## config.mk

```make
export PLATFORM = sky130hd
export DESIGN_NAME = i2s_slave_receiver
export DESIGN_NICKNAME = d
export VERILOG_FILES = /design/src/rtl/i2s_pkg.sv /design/src/rtl/i2s_input_sync.sv /design/src/rtl/i2s_slave_receiver.sv
export SDC_FILE = /design/constraint.sdc
export NUM_CORES = 1
export LEC_CHECK = 0
export ABC_AREA = 1
export CORE_UTILIZATION = 52
export CTS_BUF_LIST = sky130_fd_sc_hd__clkbuf_2
export DETAILED_ROUTE_END_ITERATION = 16
export DONT_BUFFER_PORTS = 1
export PLACE_DENSITY = 0.67
export RECOVER_POWER = 25
export SYNTH_ARGS = -nofsm -noshare
export SYNTH_HDL_FRONTEND = slang
export SYNTH_SLANG_ARGS = --single-unit
```

## constraint.sdc

```tcl
create_clock -name clk -period 7.8 [get_ports clk]
set_input_delay 0.78 -clock clk [delete_from_list [all_inputs] [get_ports clk]]
set_output_delay 0.78 -clock clk [all_outputs]
set_load 0.02 [all_outputs]
```

## src/rtl/i2s_pkg.sv

```systemverilog
// i2s_pkg: shared widths and receiver state encoding for the I2S receive path
package i2s_pkg;
    localparam int SAMPLE_BITS_DEF = 24;
    localparam int SLOT_BITS_DEF   = 32;
    localparam int FRAME_BITS      = 2 * SAMPLE_BITS_DEF;
    typedef enum logic [1:0] {SYNC, LEFT, RIGHT} rx_state_t;
endpackage

```

## src/rtl/i2s_input_sync.sv

```systemverilog
// i2s_input_sync: 2-FF synchronisers for bclk/lrclk/sdata plus a bclk rising-edge strobe
module i2s_input_sync (
    input  logic clk,
    input  logic arst,
    input  logic bclk,
    input  logic lrclk,
    input  logic sdata,
    output logic rise,
    output logic lrclk_s,
    output logic sdata_s
);
    logic [2:0] bclk_q;
    logic [1:0] lrclk_q;
    logic [1:0] sdata_q;
    // two synchroniser stages per pin; bclk keeps a third stage for edge detection
    always_ff @(posedge clk or posedge arst) begin
        if (arst) begin
            bclk_q  <= '0;
            lrclk_q <= '0;
            sdata_q <= '0;
        end else begin
            bclk_q  <= {bclk_q[1:0], bclk};
            lrclk_q <= {lrclk_q[0], lrclk};
            sdata_q <= {sdata_q[0], sdata};
        end
    end
    assign rise    = bclk_q[1] & ~bclk_q[2];
    assign lrclk_s = lrclk_q[1];
    assign sdata_s = sdata_q[1];
endmodule

```

## src/rtl/i2s_slave_receiver.sv

```systemverilog
// i2s_slave_receiver: I2S deserialiser presenting {left,right} frames on valid/ready;
// define I2S_RX_FRAMEERR_EN to add the slot-length check and its frame_err pulse
module i2s_slave_receiver
    import i2s_pkg::*;
#(
    parameter int SAMPLE_BITS = SAMPLE_BITS_DEF,
    parameter int SLOT_BITS   = SLOT_BITS_DEF
) (
    input  logic                     clk,
    input  logic                     arst,
    input  logic                     i2s_bclk,
    input  logic                     i2s_lrclk,
    input  logic                     i2s_sdata,
    output logic [2*SAMPLE_BITS-1:0] out_data,
    output logic                     out_valid,
    input  logic                     out_ready,
    output logic                     overflow,
`ifdef I2S_RX_FRAMEERR_EN
    output logic                     frame_err,
`endif
    input  logic                     overflow_clr
);
    localparam int CW = $clog2(SAMPLE_BITS + 1);
    localparam logic [CW-1:0] CNT_MAX = CW'(SAMPLE_BITS);
    localparam logic [SAMPLE_BITS-1:0] MSB_ONE = {1'b1, {(SAMPLE_BITS-1){1'b0}}};

    logic                     rise, lrclk_s, sdata_s;
    logic                     lr_prev_q;
    logic [CW-1:0]            bit_cnt_q;
    logic [SAMPLE_BITS-1:0]   shreg_q, shreg_cap, left_hold_q;
    rx_state_t                state_q, state_d;
    logic                     lr_edge, latch_left, frame_done;
    logic                     take, load;
    logic [2*SAMPLE_BITS-1:0] out_data_q, out_data_d;
    logic                     out_valid_q, out_valid_d;
    logic                     overflow_q, overflow_d;

    i2s_input_sync u_sync (
        .clk     (clk),
        .arst    (arst),
        .bclk    (i2s_bclk),
        .lrclk   (i2s_lrclk),
        .sdata   (i2s_sdata),
        .rise    (rise),
        .lrclk_s (lrclk_s),
        .sdata_s (sdata_s)
    );

    // current bit merged into the shift register; a slot edge latches this merged value
    // because the one-bit-delay bit still belongs to the slot that is ending
    always_comb begin
        lr_edge   = rise && (lrclk_s != lr_prev_q);
        shreg_cap = (bit_cnt_q < CNT_MAX) ? (shreg_q | ({SAMPLE_BITS{sdata_s}} & (MSB_ONE >> bit_cnt_q))) : shreg_q;
    end

    // bit capture, slot restart and left-channel hold, all advancing on bclk rise
    always_ff @(posedge clk or posedge arst) begin
        if (arst) begin
            lr_prev_q   <= 1'b0;
            bit_cnt_q   <= '0;
            shreg_q     <= '0;
            left_hold_q <= '0;
        end else if (rise) begin
            lr_prev_q <= lrclk_s;
            shreg_q   <= lr_edge ? '0 : shreg_cap;
            bit_cnt_q <= lr_edge ? '0 : ((bit_cnt_q < CNT_MAX) ? bit_cnt_q + 1'b1 : bit_cnt_q);
            if (latch_left) left_hold_q <= shreg_cap;
        end
    end

    // FSM state register
    always_ff @(posedge clk or posedge arst) begin
        if (arst) state_q <= SYNC;
        else      state_q <= state_d;
    end

    // FSM next state: SYNC waits for the first lrclk fall so a partial frame is never emitted
    always_comb begin
        state_d = state_q;
        if (lr_edge) begin
            unique case (state_q)
                SYNC:    state_d = lrclk_s ? SYNC : LEFT;
                LEFT:    state_d = lrclk_s ? RIGHT : LEFT;
                RIGHT:   state_d = lrclk_s ? RIGHT : LEFT;
                default: state_d = SYNC;
            endcase
        end
    end

    // FSM outputs: left-sample latch on lrclk rise, frame completion on lrclk fall
    always_comb begin
        latch_left = lr_edge && (state_q == LEFT) && lrclk_s;
        frame_done = lr_edge && (state_q == RIGHT) && !lrclk_s;
    end

    // output handshake: load when the slot is free or emptying this cycle, else drop and flag
    always_comb begin
        take        = out_valid_q && out_ready;
        load        = frame_done && (!out_valid_q || out_ready);
        out_valid_d = load || (out_valid_q && !take);
        out_data_d  = load ? {left_hold_q, shreg_cap} : out_data_q;
        overflow_d  = (frame_done && !load) || (overflow_q && !overflow_clr);
    end

    // output registers
    always_ff @(posedge clk or posedge arst) begin
        if (arst) begin
            out_data_q  <= '0;
            out_valid_q <= 1'b0;
            overflow_q  <= 1'b0;
        end else begin
            out_data_q  <= out_data_d;
            out_valid_q <= out_valid_d;
            overflow_q  <= overflow_d;
        end
    end

    assign out_data  = out_data_q;
    assign out_valid = out_valid_q;
    assign overflow  = overflow_q;

`ifdef I2S_RX_FRAMEERR_EN
    localparam int SW = $clog2(SLOT_BITS + 1) + 1;
    localparam logic [SW-1:0] SLOT_LEN = SW'(SLOT_BITS);
    logic [SW-1:0] slot_cnt_q;
    logic          frame_err_q;
    // slot length runs MSB rise through delay-bit rise; checked at each edge once framed
    always_ff @(posedge clk or posedge arst) begin
        if (arst) begin
            slot_cnt_q  <= '0;
            frame_err_q <= 1'b0;
        end else begin
            frame_err_q <= lr_edge && (state_q != SYNC) && (slot_cnt_q + 1'b1 != SLOT_LEN);
            if (rise) slot_cnt_q <= lr_edge ? '0 : ((slot_cnt_q != '1) ? slot_cnt_q + 1'b1 : slot_cnt_q);
        end
    end
    assign frame_err = frame_err_q;
`endif
endmodule

```

; ---- Yosys cells after proc, flatten, opt, wreduce, memory -nomap -nowiden
; Cells that the tools add are included.
[word_totals]
regBits = 113
in_bits = 7
word_cells = 51
[op_classes]
n_addsub = 1
order_cmp = 1
n_eq_ne = 3
shift = 1
muxes = 7
n_bitwise = 4
reduce_logical = 23
[ops]
columns = op, n
row1 = $mux 24, 2
row2 = $and 24x24->24, 1
row3 = $or 24x24->24, 1
row4 = $shr 24x5->24 const A, 1
row5 = $logic_and 1x1->1, 10
row6 = $mux 5, 2
row7 = $add 5x1->5 const B, 1
row8 = $logic_not 1->1, 5
row9 = $lt 5x5->1 const B, 1
row10 = $pmux 2 s2, 1
row11 = $reduce_and 2->1, 2
row12 = $logic_or 1x1->1, 3
row13 = $eq 2x1->1 const B, 1
row14 = $eq 2x2->1 const B, 1
row15 = $logic_not 2->1, 1
row16 = $mux 2, 1
row17 = $reduce_bool 2->1, 1
row18 = $reduce_or 2->1, 1
row19 = $and 1x1->1, 1
row20 = $mux 1, 1
row21 = $ne 1x1->1, 1
row22 = $not 1->1, 1

; ---- Logic depth before layout (Yosys ltp)
; Gate-level depths: netlist (run 1).
[depth]
word_depth = 9
mapped_depth = 9
ltp_nobuf = 8

; ---- Modules after synthesis
; A second synthesis (run 1) with hierarchy kept.
[unflattened]
hier_cells = 547
hier_area_um2 = 4712.0
[modules_own_cells]
columns = mod, instances, cells_each, area_each_um2, seq_area_each_um2
row1 = i2s_slave_receiver, 1, 537, 4523.1, 2652.5
row2 = i2s_input_sync, 1, 10, 188.9, 175.2

; ---- Worst setup path after synthesis (run 1)
; Ideal clock, no wire load.
[synth_path]
kind = input to register
start = input port out_ready
end = register out_data_q[24] (netlist: out_data[24])
t_arrival_ps = 1438
t_required_ps = 7726
setup_slack_ps = 6288
cell_stages = 6
n_path_buf = 1
cell_sequence = nor2_4 -> inv_1 -> nand3_2 -> buf_4 -> nand2_1 -> o21ai_2
[synth_between]
elab_chain_cells = 2
[synth_lines]
columns = item, line_no
row1 = "start, declared", i2s_slave_receiver.sv:16  ; input logic out_ready,
row2 = $logic_or 1x1->1, i2s_slave_receiver.sv:99  ; load = frame_done && (!out_valid_q || out_ready);
row3 = $logic_and 1x1->1, i2s_slave_receiver.sv:99
row4 = "end signal, assigned", i2s_slave_receiver.sv:112  ; out_data_q <= out_data_d;
row5 = "end, declared", i2s_slave_receiver.sv:34  ; logic [2*SAMPLE_BITS-1:0] out_data_q, out_data_d;
; Every way passes these cells.
; A chain may end at the register's enable or synchronous reset.

; ---- Final worst setup path (run 1)
[layout_path]
start = register u_sync.bclk_q[1]
end = register left_hold_q[12]
[layout_between]
elab_chain_cells = 5
[layout_lines]
columns = item, line_no
row1 = "start, declared", i2s_input_sync.sv:12  ; logic [2:0] bclk_q;
row2 = "start signal, assigned", i2s_input_sync.sv:22  ; bclk_q <= {bclk_q[1:0], bclk};
row3 = $and 1x1->1 *, i2s_input_sync.sv:27  ; assign rise = bclk_q[1] & ~bclk_q[2];
row4 = $logic_and 1x1->1, i2s_slave_receiver.sv:52  ; lr_edge = rise && (lrclk_s != lr_prev_q);
row5 = $logic_and 1x1->1 (2 in a row), i2s_slave_receiver.sv:92  ; latch_left = lr_edge && (state_q == LEFT) && lrclk_s;
row6 = $reduce_and 2->1 (no source line) *, n/a
row7 = "end signal, assigned", i2s_slave_receiver.sv:67  ; if (latch_left) left_hold_q <= shreg_cap;
row8 = "end, declared", i2s_slave_receiver.sv:30  ; logic [SAMPLE_BITS-1:0] shreg_q, shreg_cap, left_hold_q;
; Mark *: on every way between the ends. The rest lies on a longest branch, timed or not.

==> metrics.md, run 1 <==
| Metric | Value |
|---|---|
| Synthesis-stage register bit count | around 110 |
| Most common library cells after synthesis | nand2_1, dfrtp_1, o21ai_0, inv_1, nor2_1 |
| Resized cells post-CTS | 0 |
| Critical path, cell by cell | inv_2, nor2_4, nand2_1, nor2_2, nand2_1, o21ai_0 |
| Area grow syn2layout | 5.01% |
| Power Total | around 1.3 mW |
| Total gr overflow | 0 |
| Number of global-route vias before repair | between 3000 and 4000 |
| Wire length per cell | ~15 um |
| Fmax | around 390 MHz |
| Asr flop ratio synth | 100% |
| Core area | approximately 0.009 mm^2 |
| Gate power share | between 10% and 20% |
| # H-tree levels | 4 |
| CP endpoint | left_hold_q[12] |
| Average vias per placed instance | 5.22 |
| Arrival @ worst endpoint | between 3 and 4 ns |
| Warnings, synthesis | 0 |
| Final Hold Slack | approximately 0.12 ns |
| Hold_buf cts | 0 |
| DR iter-0 viols | 169 |
| Later-pin clock latency in the skew report | about 0.68 ns |
| Post-synth net total | 569 |
| EDFF count, synth | 0 |
| Layout net count | 566 |
| Drt total wl | approximately 9900 um |
| Clock Power Share | between 30% and 40% |
| Setup ws final | ~5.2 ns |
| Met3 wire length | 498 um |
| Fin Clk Skew | about 0.041 ns |
| Pint | about 0.85 mW |
| Initial core utilization | between 50% and 60% |
| Slew Limit Headroom | -43.4% |
| Slew Limit Fails | 52 |
| R2r endpoint | left_hold_q[12] |
| Hpwl dp | 6580 um |
| Met1 Wirelength | roughly 4600 um |
| Crit path time final | around 2.6 ns |
| Sequential Power Share | around 54% |
| Largest net degree at the start of global routing | 64 |
| Layout cell share with drive strength beyond 1 | under 10% |
| Post-layout util | 57.5% |
| Setup tns final | 0 ns |
| Placer Congestion | between 0.7 and 0.8 |
| Share of the synthesized area in the top cell type | 58.1% |
| Cell repeated most along the worst path | nand2_1 |
| Switching portion of total power | around a third |
| Worst-path clk slew | approximately 0.18 ns |
| Seq/Total Area, Yosys | between 50 and 60% |
| 1st-pass router iterations | 5 |
| Lkg Pwr | ~2.7 nW |
| Worst-case clock buffer depth | 2 |
| Most used DFF post-synth | dfrtp_1 |
| Worst EP required | 8.39 ns |
| Least-Margin Pin Slew | around 2.1 ns |
| Row cnt | 34 |
| Reg2reg path depth | 6 |
| Final setup viols | 0 |
| Critical path peak fanout | 29 |
| Cell variety after synth | 26 |
| Endpoints failing hold | 0 |
| Area leader, netlist | dfrtp_1 |
| Detail Route met2 WL | roughly 4600 um |
| Critical Path Sink Type | register |
| CTS root buf | clkbuf_2 |
| Cell area power density | between 200 and 250 mW/mm^2 |
| Worst Setup Start Kind | register |
| Worst hold path class | in2reg |
| Num ports | 57 |
| Chip height | 98.8 um |
| Post-Syn Area per Cell | slightly below 9 um^2 |
| Die area | just under 0.01 mm^2 |
| Max incr delay on CP | 1.00 ns |
| Worst slack at placement | roughly 5.3 ns |
| Vias | 3500 |
| Reg-to-reg critical path startpoint | u_sync.bclk_q[1] |
| Syn Inst Count | about 550 |
| Synthesized area | roughly 0.0049 mm^2 |
| Post-CTS Setup Bufs | 0 |
| Max Cap Viol | 1 |
| Kind of critical path | reg2reg |
| CTS tree | done |
| Status | finished, violations left |
| Die Wd | slightly below 100 um |
| Antenna Cells | 0 |
| Psw | a little over 0.4 mW |
| Residual DRC | 0 |
| Maximum vdd ir drop | roughly 0.00009 V |
| Uppermost layer routed | met4 |
| Final ANT Viol Nets | 0 |
| CTS Buf Count | 17 |
| Buffers on Ports | 0 |
| Storage cell area | approximately 0.0028 mm^2 |
| First-pass GRT wire length | around 17000 um |
| RSZ-0062 raised after global routing | no |
| Crit path from | u_sync.bclk_q[1] |
| Failing checks | capacitance limit, slew limit |
| # fillers | approximately 800 |
| Top post-synthesis cells by area | dfrtp_1, nand2_1, o21ai_0 |
| Sink Count | between 100 and 150 |
| Multi-input gate area | 0.00171 mm^2 |
| Final period util | 32.7% |
| Antenna violations before repair | 0 |
| Flop2flop setup slack | between 5 and 6 ns |
| Most numerous cell in the Yosys netlist | nand2_1 |
| Total GRT Usage | between 20% and 30% |
| Slowest-stage cell, CP | nor2_2 |
[state kept, by name (all words and copies together) (netlist names)]
name,cells
out_data,48
left_hold_q,24
shreg_q,24
bit_cnt_q,5
u_sync.bclk_q,3
state_q,2
u_sync.lrclk_q,2
u_sync.sdata_q,2
lr_prev_q,1
out_valid,1
overflow,1
[power by group through the flow]
stage                     Combinational [mW]  Sequential [mW]  Clock [mW]
after floorplan                        0.131            0.674           0
after global placement                 0.150            0.685           0
after detailed placement               0.156            0.688           0
after CTS                              0.157            0.676       0.433
after global routing                   0.180            0.682       0.456
final                                  0.154            0.676       0.425
[worst min path at each step]
stage,endpoint,start,slack (ns),cells after the start
2_1_floorplan,u_sync.bclk_q[1],u_sync.bclk_q[0],0.33,0
3_3_place_gp,u_sync.lrclk_q[1],u_sync.lrclk_q[0],0.33,0
3_5_place_dp,u_sync.lrclk_q[1],u_sync.lrclk_q[0],0.34,0
4_1_cts,u_sync.lrclk_q[1],arst,0.004,1
5_1_grt,u_sync.sdata_q[0],i2s_sdata,0.05,0
6_report,u_sync.sdata_q[0],i2s_sdata,0.12,0
[worst max-delay path, delay by kind of cell (launching register included)]
family | cells | cell delay, ns
AO/OA/AOI/OAI | 1 | 0.12
buffers and inverters | 1 | 0.06
flip-flops | 1 | 0.43
AND/OR/NAND/NOR | 4 | 1.85
[per-layer routing]
metal	global-route usage (%)	vias to the layer above
li1	-	1715
met1	29.1	1681
met2	35.3	89
met3	5.96	15
met4	9.76	0
met5	0	-
[cell usage in the layout (no fill, tap or decap), types with 3 or more instances in the layout]
cell type,netlist,final
nand3_1,11,12
o21ai_2,5,5
o21ai_0,52,52
o21bai_1,10,10
bufinv_16,0,3
nand4_1,4,4
clkinvlp_4,0,3
clkinv_2,1,3
inv_2,3,3
nor2_1,24,25
inv_6,0,3
clkbuf_2,0,17
dfrtp_1,113,113
ha_1,10,10
clkinv_4,0,4
inv_1,39,38
nand2_1,236,236
a21oi_1,4,4
[logic make-up after synthesis]
logic type / count (synthesis) / share of synthesized area, %
simple gates: 288 / 24.1
flops: 113 / 58.1
compound gates: 74 / 8.56
buf+inv: 67 / 6.73
fa+ha+maj: 10 / 2.57
[layout make-up]
cell class / instances / share of cell area [%]
clock buffer: 17 / 1.66
clock inverter: 15 / 3.60
inverter: 44 / 3.28
multi-input combinational: 372 / 33.4
sequential: 113 / 55.3
tap: 108 / 2.64
timing repair buffer: 1 / 0.147
[metrics by stage]
step,cells,instance area [um^2]
finish,670,5110
global route,670,5110
CTS,670,5120
detailed placement,638,4850
global placement,638,4850
floorplan,552,4870
(Power assumes the default switching activity.)
==> inputs of run 2 (changes only) <==
- clock period: 7.8 -> 2.6 ns (I/O delays scaled with it)
==> run 2 against run 1 <==
Final area is 0.29% higher. Critical path depth increased by 1. Via count increased by 0.34%. The run ends with capacitance limit left. Clock skew fell by 0.022 ns. Largest cell class unchanged. Sequential power increased to 3.0 times the previous value. Largest power group unchanged. Sequential share of layout area fell by 0.16 points. Global-route usage rose by 0.22 points. Highest routed layer unchanged.
==> metrics.md, run 2 (synthesized netlist as in run 1, its figures left out) <==
| Metric | Value |
|---|---|
| First-pass GRT wire length | about 17000 um |
| Antenna violations before repair | 0 |
| Arrival @ worst endpoint | around 2.4 ns |
| Maximum vdd ir drop | about 0.00026 V |
| Failing checks | capacitance limit |
| Critical path peak fanout | 4 |
| Most Crowded Layer GR | met2 |
| Kind of critical path | reg2reg |
| Worst Setup Start Kind | register |
| Final ANT Viol Nets | 0 |
| Fin Clk Skew | 0.0195 ns |
| DR iter-0 viols | between 150 and 200 |
| Worst-path clk slew | about 0.15 ns |
| Initial core utilization | 54.8% |
| Num ports | 57 |
| Buffers on Ports | 0 |
| R2r endpoint | overflow |
| Total GRT Usage | between 20 and 25% |
| Critical Path Sink Type | register |
| Die Wd | between 90 and 100 um |
| Sink Count | 113 |
| Largest net degree at the start of global routing | 57 |
| Reg-to-reg critical path startpoint | state_q[0] |
| Area grow syn2layout | 5.32% |
| Least-Margin Pin Slew | 1.47 ns |
| Final setup viols | 0 |
| Cells on Worst Hold Path | 1 |
| Row cnt | 34 |
| CTS Buf Count | 17 |
| Max Cap Viol | 1 |
| Later-pin clock latency in the skew report | ~0.63 ns |
| Die area | ~0.0098 mm^2 |
| Placer Congestion | between 0.8 and 0.9 |
| Commonest cells after routing, fill and taps aside | nand2_1, dfrtp_1, o21ai_0 |
| RSZ-0062 raised after global routing | no |
| Worst hold path class | in2reg |
| Worst Hold Launch | i2s_sdata |
| Slew Limit Fails | 0 |
| Setup tns final | 0 ns |
| Met2 usage | a little over a third |
| Core area | 0.00889 mm^2 |
| Post-CTS Setup Bufs | 0 |
| Lkg Pwr | between 2 and 3 nW |
| Wire length per cell | ~14 um |
| Worst EP required | around 3.2 ns |
| Final period util | a little under three quarters |
| Hpwl dp | around 6500 um |
| Most common cell after layout, fill and taps aside | nand2_1 |
| Total gr overflow | 0 |
| Crit path from | state_q[0] |
| Crit path time final | between 1.5 and 2 ns |
| Chip height | around 99 um |
| # fillers | 836 |
| Number of global-route vias before repair | between 3000 and 4000 |
| Cell area power density | roughly 670 mW/mm^2 |
| Layout net count | approximately 580 |
| Post-layout util | ~58% |
| # H-tree levels | 4 |
| Status | finished, violations left |
| Fmax | between 500 and 600 MHz |
| Residual DRC | 0 |
| Drt total wl | ~10000 um |
| GR Layer Usage met1 | between 20% and 30% |
| Endpoints failing hold | 0 |
| CTS root buf | clkbuf_2 |
| Reg2reg path depth | 7 |
| Antenna Cells | 0 |
| Max reg flops | 48 |
| End of the worst hold path | u_sync.sdata_q[0] |
| Slew Limit Headroom | 1.41% |
| 1st-pass router iterations | 5 |
| Layout cell share with drive strength beyond 1 | a little under 9% |
| Grt met3 use | roughly 6.5% |
| Vias | roughly 3500 |
| Average vias per placed instance | just over 5 |
| Flop2flop setup slack | around 0.75 ns |
| Worst-case clock buffer depth | 2 |
| CTS tree | done |
## run 2: cell types whose count changed in the layout (fill, tap and decap cells not counted), moves of 2 or more
cell / change
dlygate4sd3_1: +7
clkinv_1: +4
buf_4: +3
clkinv_4: -3
clkinvlp_4: -3
inv_6: -3
bufinv_16: -2
clkinv_2: +2
## run 2: how the worst max path moves through the flow
| stage | endpoint | slack, ns | depth (start not counted) |
|---|---|---|---|
| detailed placement | left_hold_q[16] | 0.73 | 6 |
| finish | overflow | 0.75 | 7 |
| global placement | left_hold_q[0] | 0.83 | 6 |
| CTS | left_hold_q[16] | 0.68 | 6 |
| floorplan | bit_cnt_q[0] | 0.97 | 1 |
| global route | left_hold_q[16] | 0.48 | 7 |
## run 2: worst max-delay path, cell delays in order, from the launching register on
cell           delay [ns]
dfrtp_1              0.44
inv_1                0.10
ha_1                 0.14
inv_1                0.04
nor2_2               0.12
nand3_2              0.18
o22ai_1              0.17
dlygate4sd3_1        0.58
## run 2: per-layer routing
layer	vias up	part of all wire [%]
li1	1743	-
met1	1681	47
met2	78	47
met3	10	5.4
met4	0	0.86
met5	-	0
## run 2: timing repair
item / 4_1_cts / 5_1_grt
gates resized for setup: 0 / 0
hold endpoints to repair: 37 / 0
hold buffers: 7 / 0
## run 2: cell type report
class / instances / area, um^2 / share of cell area [%]
multi-input combinational: 372 / 1710 / 33.4
clock buffer: 18 / 90.1 / 1.76
sequential: 113 / 2830 / 55.1
clock inverter: 10 / 73.8 / 1.44
timing repair buffer: 12 / 120 / 2.34
inverter: 44 / 168 / 3.27
tap: 108 / 135 / 2.63
## run 2: stage by stage
step | power (mW) | hold WS (ns) | instances | instance area [um^2] | worst slack, ns
after floorplan | 2.42 | 0.291 | 552 | 4870 | 0.969
after global placement | 2.51 | 0.276 | 642 | 4900 | 0.835
after detailed placement | 2.54 | 0.279 | 642 | 4900 | 0.732
after CTS | 3.46 | 0.102 | 677 | 5130 | 0.683
after global routing | 3.62 | 0.0820 | 677 | 5130 | 0.483
final | 3.42 | 0.171 | 677 | 5130 | 0.753
## run 2: where the power goes
part	total [mW]	switching, mW	internal (mW)
registers	2.03	0.151	1.88
logic	0.478	0.334	0.144
clock network	0.916	0.607	0.309
total	3.42	1.09	2.33
